### config.mk
export PLATFORM = sky130hd
export DESIGN_NAME = pipe_ctrl
export DESIGN_NICKNAME = d
export VERILOG_FILES = /design/src/rtl/pipe_ctrl.sv
export SDC_FILE = /design/constraint.sdc
export NUM_CORES = 1
export LEC_CHECK = 0
export ABC_CLOCK_PERIOD_IN_PS = 5000
export CORE_MARGIN = 2
export CORE_UTILIZATION = 40
export DETAILED_ROUTE_END_ITERATION = 12
export PLACE_DENSITY_LB_ADDON = 0.3
export SYNTH_ARGS = -nofsm -noshare
export SYNTH_HDL_FRONTEND = slang
export SYNTH_SLANG_ARGS = --single-unit
### constraint.sdc
create_clock -name clk -period 5 [get_ports clk]
set_input_delay 0.75 -clock clk [delete_from_list [all_inputs] [get_ports clk]]
set_output_delay 0.75 -clock clk [all_outputs]
set_load 0.01 [all_outputs]
### src/rtl/pipe_ctrl.sv
// Stall/flush sequencer for the 5-stage pipeline: load-use bubbles, multi-cycle EX
// stalls with a timeout watchdog, MEM-driven flushes and a saturating stall counter.
module pipe_ctrl #(
    parameter int MULTI_TIMEOUT = 64,
    parameter int CNT_W         = 16
) (
    input  logic             clk,
    input  logic             rst,
    input  logic             id_stallreq_i,
    input  logic             ex_stallreq_i,
    input  logic             ex_done_i,
    input  logic             flush_req_i,
    input  logic [31:0]      flush_pc_i,
    output logic [5:0]       stall_o,
    output logic             flush_o,
    output logic [31:0]      new_pc_o,
    output logic             ex_abort_o,
    output logic [CNT_W-1:0] stall_cnt_o
);

    localparam int TW = $clog2(MULTI_TIMEOUT);
    localparam logic [TW-1:0] TIMER_LAST = TW'(MULTI_TIMEOUT - 1);
    localparam logic [5:0] STALL_MULTI = 6'b001111;
    localparam logic [5:0] STALL_LOAD  = 6'b000111;

    typedef enum logic [1:0] {
        ST_RUN,
        ST_LOAD,
        ST_MULTI,
        ST_FLUSH
    } state_t;

    state_t           state_reg, state_next;
    logic [TW-1:0]    timer_reg, timer_next;
    logic [CNT_W-1:0] cnt_reg;

    logic [5:0]  stall_next;
    logic        flush_next;
    logic [31:0] new_pc_next;
    logic        abort_next;

    always_ff @(posedge clk or negedge rst) begin
        if (!rst) begin
            state_reg <= ST_RUN;
            timer_reg <= '0;
            cnt_reg   <= '0;
        end else begin
            state_reg <= state_next;
            timer_reg <= timer_next;
            if (stall_o != 6'b0 && cnt_reg != {CNT_W{1'b1}})
                cnt_reg <= cnt_reg + 1'b1;
        end
    end

    always_comb begin
        state_next  = state_reg;
        timer_next  = timer_reg;
        stall_next  = 6'b0;
        flush_next  = 1'b0;
        new_pc_next = 32'h0;
        abort_next  = 1'b0;
        case (state_reg)
            ST_RUN, ST_LOAD: begin
                if (flush_req_i) begin
                    flush_next  = 1'b1;
                    new_pc_next = flush_pc_i;
                    state_next  = ST_FLUSH;
                end else if (ex_stallreq_i) begin
                    stall_next = STALL_MULTI;
                    timer_next = '0;
                    state_next = ST_MULTI;
                // in LOAD the load has reached MEM and forwards, so the hazard is masked
                end else if (id_stallreq_i && state_reg == ST_RUN) begin
                    stall_next = STALL_LOAD;
                    state_next = ST_LOAD;
                end else begin
                    state_next = ST_RUN;
                end
            end
            ST_MULTI: begin
                if (flush_req_i) begin
                    flush_next  = 1'b1;
                    new_pc_next = flush_pc_i;
                    abort_next  = 1'b1;
                    state_next  = ST_FLUSH;
                end else if (ex_done_i) begin
                    state_next = ST_RUN;
                end else if (timer_reg == TIMER_LAST) begin
                    abort_next = 1'b1;
                    state_next = ST_RUN;
                end else begin
                    stall_next = STALL_MULTI;
                    timer_next = timer_reg + 1'b1;
                end
            end
            default: begin
                state_next = ST_RUN;
            end
        endcase
    end

    // Reset gates the combinational outputs so nothing leaks while rst is low.
    assign stall_o     = rst ? stall_next  : 6'b0;
    assign flush_o     = rst ? flush_next  : 1'b0;
    assign new_pc_o    = rst ? new_pc_next : 32'h0;
    assign ex_abort_o  = rst ? abort_next  : 1'b0;
    assign stall_cnt_o = cnt_reg;

endmodule

**Yosys cells after proc, flatten, opt, wreduce, memory -nomap -nowiden**

Cells that the tools add are included.

- Bits in registers: 24
- Logic and storage cells: 55
- Input port bits: 38
- Output and inout port bits: 56

- Eq/ne operators: 10
- Multiplexer cells: 32
- Add/sub/neg operators: 2
- Reduce and logical (&&, ||, !) cells: 8

Operators with widths:

| operator | number |
|---|---|
| 32-bit two-way mux | 3 |
| 6-bit two-way mux | 6 |
| 4-bit two-way mux | 5 |
| 16-bit by 1-bit adder with 16-bit output, second input constant | 1 |
| 16-bit inequality test, second input constant | 1 |
| 6-bit case mux with 2 select lines | 1 |
| 2-bit two-way mux | 5 |
| 2-bit inequality test, second input constant | 5 |
| 1-bit two-way mux | 9 |
| 4-bit case mux with 2 select lines | 1 |
| 6-bit by 1-bit adder with 6-bit output, second input constant | 1 |
| 6-bit == test, second input constant | 1 |
| 6-bit AND reduction | 1 |
| 6-bit nonzero test | 1 |
| 4-bit inequality test, second input constant | 1 |
| 2-bit case mux with 2 select lines | 1 |
| 3-bit two-way mux | 1 |
| 3-bit OR reduction | 1 |
| 2-bit by 1-bit == test with 1-bit output, second input constant | 1 |
| 2-bit == test, second input constant | 1 |
| 1-bit logical AND | 2 |
| 2-bit zero test | 1 |
| 2-bit nonzero test | 1 |
| 2-bit OR reduction | 1 |

**Longest topological paths before layout**

Gate-level depths: netlist of run 1.

- Depth after elaboration: 9
- Mapped depth: 7
- Mapped depth without buffers: 6

**Worst setup path after synthesis of run 1**

No wires, ideal clock.

- Path kind: input to output
- From: input port flush_req_i
- To: output port stall_o[3]
- Path slack: 2.457 ns
- Buffers on the path: 1
- Arrival time: 1.793 ns
- Stages: 4
- Required time: 4.250 ns
- Path through: buf_2 nor3b_1 nor2_1 nor2_1

- Cells in the longest elaborated chain, start to end: 3
- Elaborated cells between the ends (all ways): 4
- Those cells by class: mux: 4

Ends and longest elaborated chain:

| item | line | RTL |
|---|---|---|
| from (decl) | 12 | `input logic flush_req_i,` |
| 4-bit two-way mux (on tied branches) | 81, 64 |  |
| 4-bit case mux with 2 select lines * | 62 | `case (state_reg)` |
| 6-bit two-way mux * | 103 | `assign stall_o = rst ? stall_next : 6'b0;` |
| to (decl) | 14 | `output logic [5:0] stall_o,` |

Mark *: on every way between the ends. The rest lies on a longest branch, timed or not.

**Final worst setup path of run 1**

- From: input port ex_stallreq_i
- To: output port stall_o[1]

- Cells in the longest elaborated chain, start to end: 4

Ends and longest elaborated chain:

| item | line | RTL |
|---|---|---|
| from (decl) | 10 | `input logic ex_stallreq_i,` |
| 4-bit two-way mux | 68 | `end else if (ex_stallreq_i) begin` |
| 4-bit two-way mux | 64 | `if (flush_req_i) begin` |
| 4-bit case mux with 2 select lines | 62 |  |
| 6-bit two-way mux | 103 |  |

No other way between the ends.

==> summary.txt, run 1 <==
Routed len/inst: 14.0 um
Antenna violations before repair: 0
1st-iter DRT viols: 89
Vias post-DR: 1432
CTS tree: yes
Pin count of the biggest net entering global routing: 34
Clk_lat worst skew: 0.27 ns
Share of cells above drive strength 1: 6.15%
Die Height: 65.4 um
Half-perimeter wire length after placement: 3290 um
Setup Crit Path Kind: primary input to output port
Simple-Gate Fraction of Synth Area: 33.0%
Compound-gate portion of the synthesized area: 7.31%
Filler cell count: 305
Placer Congestion: 0.764
Via density: 4.90
Max_cap viols: 0
Worst Skew: 0.000957 ns
Worst-path clk slew: 0.09 ns
Critical Path RT: 4.25 ns
Non-filler cells, final: 292
Clock buffer count from CTS: 3
ANT cells: 0
HP Class: flop to flop
CTS resizes: 0
IO Port Bufs: 91
DRT Wirelength: 4100 um
Fmax: 291 MHz
VDD IR max: 0.209 mV
Static Leak: 1.02 nW
Postcts setup bufs: 0
Vias in the first global route: 1417
Antenna Violating Nets Remaining: 0
Initial Util: 41.5%
Std-Cell Rows: 22
Status: completed
First-pass GRT wire length: 6640 um
Multiplexer area fraction after synthesis: 2.99%
RSZ-0062 raised after global routing: no
Adder-cell share of the synthesized area: 1.66%
Number of synthesized flops with an enable pin: 0
Async set or reset register ratio after synthesis: 100%
Mapped Area: 1510 um^2
Final Cycle Share: 68.8%
Main combinational cell family by area after synthesis: simple AND/OR/NAND/NOR gates
Crit path launch type: primary input
Post-Syn Instances: 155
Crit path time final: 3.44 ns
Sinks on Clock Net: 24
Total negative slack: 0 ns
Final setup viols: 0
IO Count: 94
Worst Path Arrival: 2.69 ns
Sequential area share after synthesis: 39.9%
Syn avg cell area: 9.72 um^2
Critical path fanouts, max: 5
Yosys warns: 0
Grt total ovfl: 0
Final Hold Vio Count: 0
# DRC: 0
P&R area growth vs syn: 66.6%
Pwr Density: 265 nW/um^2
Chip width: 65.4 um
Number of synthesized register bits: 24
Cell chosen for the clock root: clkbuf_8
Worst slew pin tran: 0.746 ns
Critical Path Sink Type: output port
Total GRT Usage: 19.8%
H-tree levels: 1
Nets: 285
CTS Hold Bufs: 0
Core ar.: 3630 um^2
Clock Path Buffers: 2
XOR/XNOR Fraction of Synth Area: 9.88%
Cell variety after synth: 34
DRT Pass-1 Iters: 4
Placed cell count: 288
Max reg flops: 16
Slew headroom: 50.1%
Slew Limit Fails: 0
Primary FF master, synth: dfrtp_1
Total Die Area: 4270 um^2
path summary, 6_finish.rpt:
kind | startpoint | end | slack [ns] | cells past startpoint
worst min-delay path | stall_cnt_o[10]$_DFFE_PN0P_ | stall_cnt_o[10]$_DFFE_PN0P_ | 0.52 | 1
worst max register to register | timer_reg[0]$_DFFE_PN0P_ | stall_cnt_o[1]$_DFFE_PN0P_ | 2.80 | 5
max in group asynchronous | rst | stall_cnt_o[0]$_DFFE_PN0P_ | 3.86 | 2
worst max-delay path | ex_stallreq_i | stall_o[1] | 1.56 | 5
worst min register to register | stall_cnt_o[10]$_DFFE_PN0P_ | stall_cnt_o[10]$_DFFE_PN0P_ | 0.52 | 1
min in group asynchronous | rst | stall_cnt_o[5]$_DFFE_PN0P_ | 0.91 | 2
per-stage QoR:
step	utilization, %	instance area, um^2	power [mW]	hold slack (ns)	setup slack [ns]
after detailed placement	67.1	2440	0.497	0.502	1.53
after floorplan	-	1510	0.370	0.454	2.46
after global placement	67.1	2440	0.489	0.503	1.56
after CTS	69.1	2510	0.669	0.520	1.54
final	69.1	2510	0.664	0.515	1.56
after global routing	69.1	2510	0.700	0.546	1.45
layout make-up:
cell class	count	area, um^2	share of cell area, %
clock buffers	3	41.3	1.65
well taps	48	60.1	2.39
multi-input cells	119	833	33.2
inverters	3	11.3	0.449
repair buffers	94	933	37.2
clock inverters	1	30.0	1.20
flip-flops and latches	24	601	23.9
kinds of logic (layout without fill, tap and decap cells):
kind of cell	Yosys count	in the layout
AO/OA/AOI/OAI	13	13
XOR/XNOR	17	17
adder cells (fa/ha/maj)	2	2
buffers and inverters	13	101
flip-flops	24	24
multiplexers	4	4
other	1	2
AND/OR/NAND/NOR	81	81
cell usage after synthesis, drive strengths merged, types with 2 or more instances:
library cell,count,area share (%)
mux2,4,3.0
dfrtp,24,40
o2111ai,2,1.2
and3,6,2.8
clkbuf,3,0.75
buf,7,3.6
xor2,5,2.9
a22o,2,1.2
inv,3,0.75
and4,2,1.3
nand3,7,2.3
nor4,2,1.2
nand4,8,3.3
and2,33,14
nor2,11,2.7
nand2,5,1.2
nand2b,4,1.7
nor3b,2,1.0
xnor2,12,7.0
o21ai,4,1.3
ha,2,1.7
power breakdown:
part / leakage [nW] / switching (mW) / total, mW / internal [mW]
clock network: 0.0357 / 0.0650 / 0.172 / 0.107
registers: 0.322 / 0.0391 / 0.264 / 0.225
logic: 0.666 / 0.0908 / 0.228 / 0.137
total: 1.02 / 0.195 / 0.664 / 0.469
metal layers:
metal | GRT usage (%) | wire [um]
met1 | 25.5 | 1770
met2 | 34.8 | 2110
met3 | 4.45 | 198
met4 | 2.34 | 13
met5 | 0 | 0
critical path, stage by stage:
cell             delay [ns]
clkdlybuf4s50_1        0.49
nor2_1                 0.06
a22o_1                 0.26
nor4_2                 0.49
clkdlybuf4s50_1        0.64
cell usage in the layout, fill, tap and decap left out, drive strengths merged, types with 4 or more instances in the layout:
cell and instances:
nand2 5, nand4 8, xnor2 12, mux2 4
clkdlybuf4s50 91, nand2b 4, nand3 7, and3 6
xor2 5, dfrtp 24, o21ai 4, nor2 11
and2 33
No activity file was read; power rests on OpenSTA's default activity.
==> run 2, diff against run 1 <==
--- a/config.mk
+++ b/config.mk
@@ -5,9 +5,9 @@
 export SDC_FILE = /design/constraint.sdc
 export NUM_CORES = 1
 export LEC_CHECK = 0
-export ABC_CLOCK_PERIOD_IN_PS = 5000
+export ABC_CLOCK_PERIOD_IN_PS = 3100
 export CORE_MARGIN = 2
-export CORE_UTILIZATION = 40
+export CORE_UTILIZATION = 33
 export DETAILED_ROUTE_END_ITERATION = 12
 export PLACE_DENSITY_LB_ADDON = 0.3
 export SYNTH_ARGS = -nofsm -noshare
==> constraint.sdc (replaced) <==
create_clock -name clk -period 3.1 [get_ports clk]
set_input_delay 0.465 -clock clk [delete_from_list [all_inputs] [get_ports clk]]
set_output_delay 0.465 -clock clk [all_outputs]
set_load 0.01 [all_outputs]
==> run 2 against run 1 <==
Effect of this change:
- clock skew hardly changed
- sequential power up 61%
- wire length down 2.7%
- critical path depth grew 1
- register-to-register slack got worse by 1.6 ns
- via count is 0.98% lower
- worst hold slack better by 0.00075 ns
- critical path type is now flop to output port
- critical endpoint is now stall_o[3]
==> summary.txt, run 2 (same netlist as run 1, synthesis figures left out) <==
Status: completed
Grt total ovfl: 0 (unchanged)
Routed wl met2: 2010 um (-5.1%)
Routed len/inst: 13.3 um (-5.0%)
Vias post-DR: 1418 (-0.98%)
DRT Wirelength: 3990 um (-2.7%)
Final Cycle Share: 88.6%
Total negative slack: 0 ns (unchanged)
CTS resizes: 0 (unchanged)
Sinks on Clock Net: 24 (unchanged)
Final Hold Vio Count: 0 (unchanged)
Via density: 4.74 (-3.3%)
Clock buffer count from CTS: 3 (unchanged)
Critical path fanouts, max: 3 (-2)
1st-iter DRT viols: 43 (-52%)
Antenna violations before repair: 0 (unchanged)
Fmax: 364 MHz
Max reg flops: 16 (unchanged)
Metal3 WL: 290 um (+46%)
Total GRT Usage: 15.4% (-4.3 points)
Total power: 0.977 mW (+47%)
Worst-path clk slew: 0.08 ns (about the same)
P&R area growth vs syn: 67.8%
Clock Path Buffers: 2 (unchanged)
Crit path launch type: flop
Slew Limit Fails: 0 (unchanged)
IO Count: 94 (unchanged)
Vias in the first global route: 1310 (-7.6%)
Crit path time final: 2.75 ns
Cell chosen for the clock root: clkbuf_8
Postcts setup bufs: 0 (unchanged)
VDD IR max: 0.184 mV (-12%)
CTS tree: yes
Commonest non-fill, non-tap cell in the layout: clkdlybuf4s50_1
Switching share of power: 30.5% (+1.1 points)
Flop pwr share: 43.4% (+3.7 points)
Final setup viols: 0 (unchanged)
Worst Skew: 0.00122 ns (+0.000264 ns)
Std-Cell Rows: 24 (+9.1%)
Worst Hold Depth: 1 (unchanged)
Chip width: 71.6 um (+9.5%)
IO Port Bufs: 91 (unchanged)
Worst Path Arrival: 2.28 ns (-0.41 ns)
Antenna Violating Nets Remaining: 0 (unchanged)
P_int: 0.679 mW (+45%)
Placer Congestion: 0.746 (-2.4%)
DR top layer: met4
Logic pwr share: 37.9% (+3.6 points)
Launch point of the worst hold path: stall_cnt_o[13]$_DFFE_PN0P_
Critical Path Sink Type: output port
Total Die Area: 5120 um^2 (+20%)
H-tree levels: 1 (unchanged)
# DRC: 0 (unchanged)
NetSw: 0.298 mW (+53%)
Worst-case reg-to-reg path depth: 6 (+1)
Setup Crit Path Kind: flop to output port
Leading cell types in the layout, fill and taps excluded: 91 x clkdlybuf4s50_1, 33 x and2_1, 24 x dfrtp_1
Worst R2R Setup Slack: 1.16 ns (-1.64 ns)
Max_cap viols: 0 (unchanged)
CTS Hold Bufs: 0 (unchanged)
Core ar.: 4380 um^2 (+21%)
Die Height: 71.6 um (+9.5%)
Met1 wire length: 1650 um (-6.8%)
First-pass GRT wire length: 6150 um (-7.4%)
Share of cells above drive strength 1: 7.29% (+1.1 points)
Static Leak: 1.03 nW (+0.98%)
Initial Util: 34.4% (-7.1 points)
Half-perimeter wire length after placement: 3200 um (-2.9%)
Pin count of the biggest net entering global routing: 34 (unchanged)
RSZ-0062 raised after global routing: no
DRT Pass-1 Iters: 4 (unchanged)
Reg2reg end: stall_cnt_o[1]$_DFFE_PN0P_
Min-Delay Endpoint: stall_cnt_o[13]$_DFFE_PN0P_
Nets: 289 (+1.4%)
Critical Path RT: 2.63 ns (-1.62 ns)
Worst reg2reg path startpoint: timer_reg[0]$_DFFE_PN0P_
Pwr Density: 387 nW/um^2 (+46%)
Clock power share: 18.6% (-7.3 points)
ANT cells: 0 (unchanged)
Clk_lat worst skew: 0.26 ns (about the same)
HP Class: flop to flop
## run 2: through the flow
stage / setup WS, ns / util (%) / std cells / hold WS (ns) / cell area, um^2
floorplan: 1.11 / - / 156 / 0.169 / 1510
global placement: 0.357 / 56.7 / 296 / 0.500 / 2490
detailed placement: 0.354 / 56.7 / 296 / 0.506 / 2490
CTS: 0.348 / 57.6 / 299 / 0.521 / 2530
global route: 0.260 / 57.6 / 299 / 0.539 / 2530
finish: 0.355 / 57.6 / 299 / 0.516 / 2530
## run 2: worst max path at each step
stage / start / end
floorplan: timer_reg[0]$_DFFE_PN0P_ / stall_o[1]
global placement: rst / new_pc_o[7]
detailed placement: rst / new_pc_o[7]
CTS: rst / new_pc_o[19]
global route: timer_reg[0]$_DFFE_PN0P_ / stall_o[3]
finish: timer_reg[0]$_DFFE_PN0P_ / stall_o[3]
## run 2: metal layers
| layer | up-vias | GRT usage, % |
|---|---|---|
| met5 | - | 0 |
| met4 | 0 | 5.03 |
| met3 | 4 | 4.50 |
| met2 | 57 | 26.3 |
| met1 | 647 | 18.7 |
| li1 | 710 | - |
## run 2: cell type report
| type | instances | area (um^2) |
|---|---|---|
| well taps | 52 | 65.1 |
| inverters | 3 | 11.3 |
| clock buffers | 3 | 41.3 |
| repair buffers | 98 | 976 |
| flip-flops and latches | 24 | 601 |
| fillers | 381 | 1860 |
| multi-input cells | 119 | 833 |
## run 2: power by group through the flow
stage | Clock (mW) | Combinational [mW] | Sequential, mW
4_1_cts | 0.186 | 0.376 | 0.424
2_1_floorplan | 0 | 0.170 | 0.427
3_5_place_dp | 0 | 0.374 | 0.429
5_1_grt | 0.202 | 0.399 | 0.434
6_report | 0.182 | 0.371 | 0.424
3_3_place_gp | 0 | 0.371 | 0.428
## run 2: critical path: stages (launching register included)
cell and delay, ns:
dfrtp_1 0.41, ha_1 0.24, and4_4 0.18, a2111oi_4 0.37, nor2_1 0.13, nor2_1 0.14, clkdlybuf4s50_1 0.56
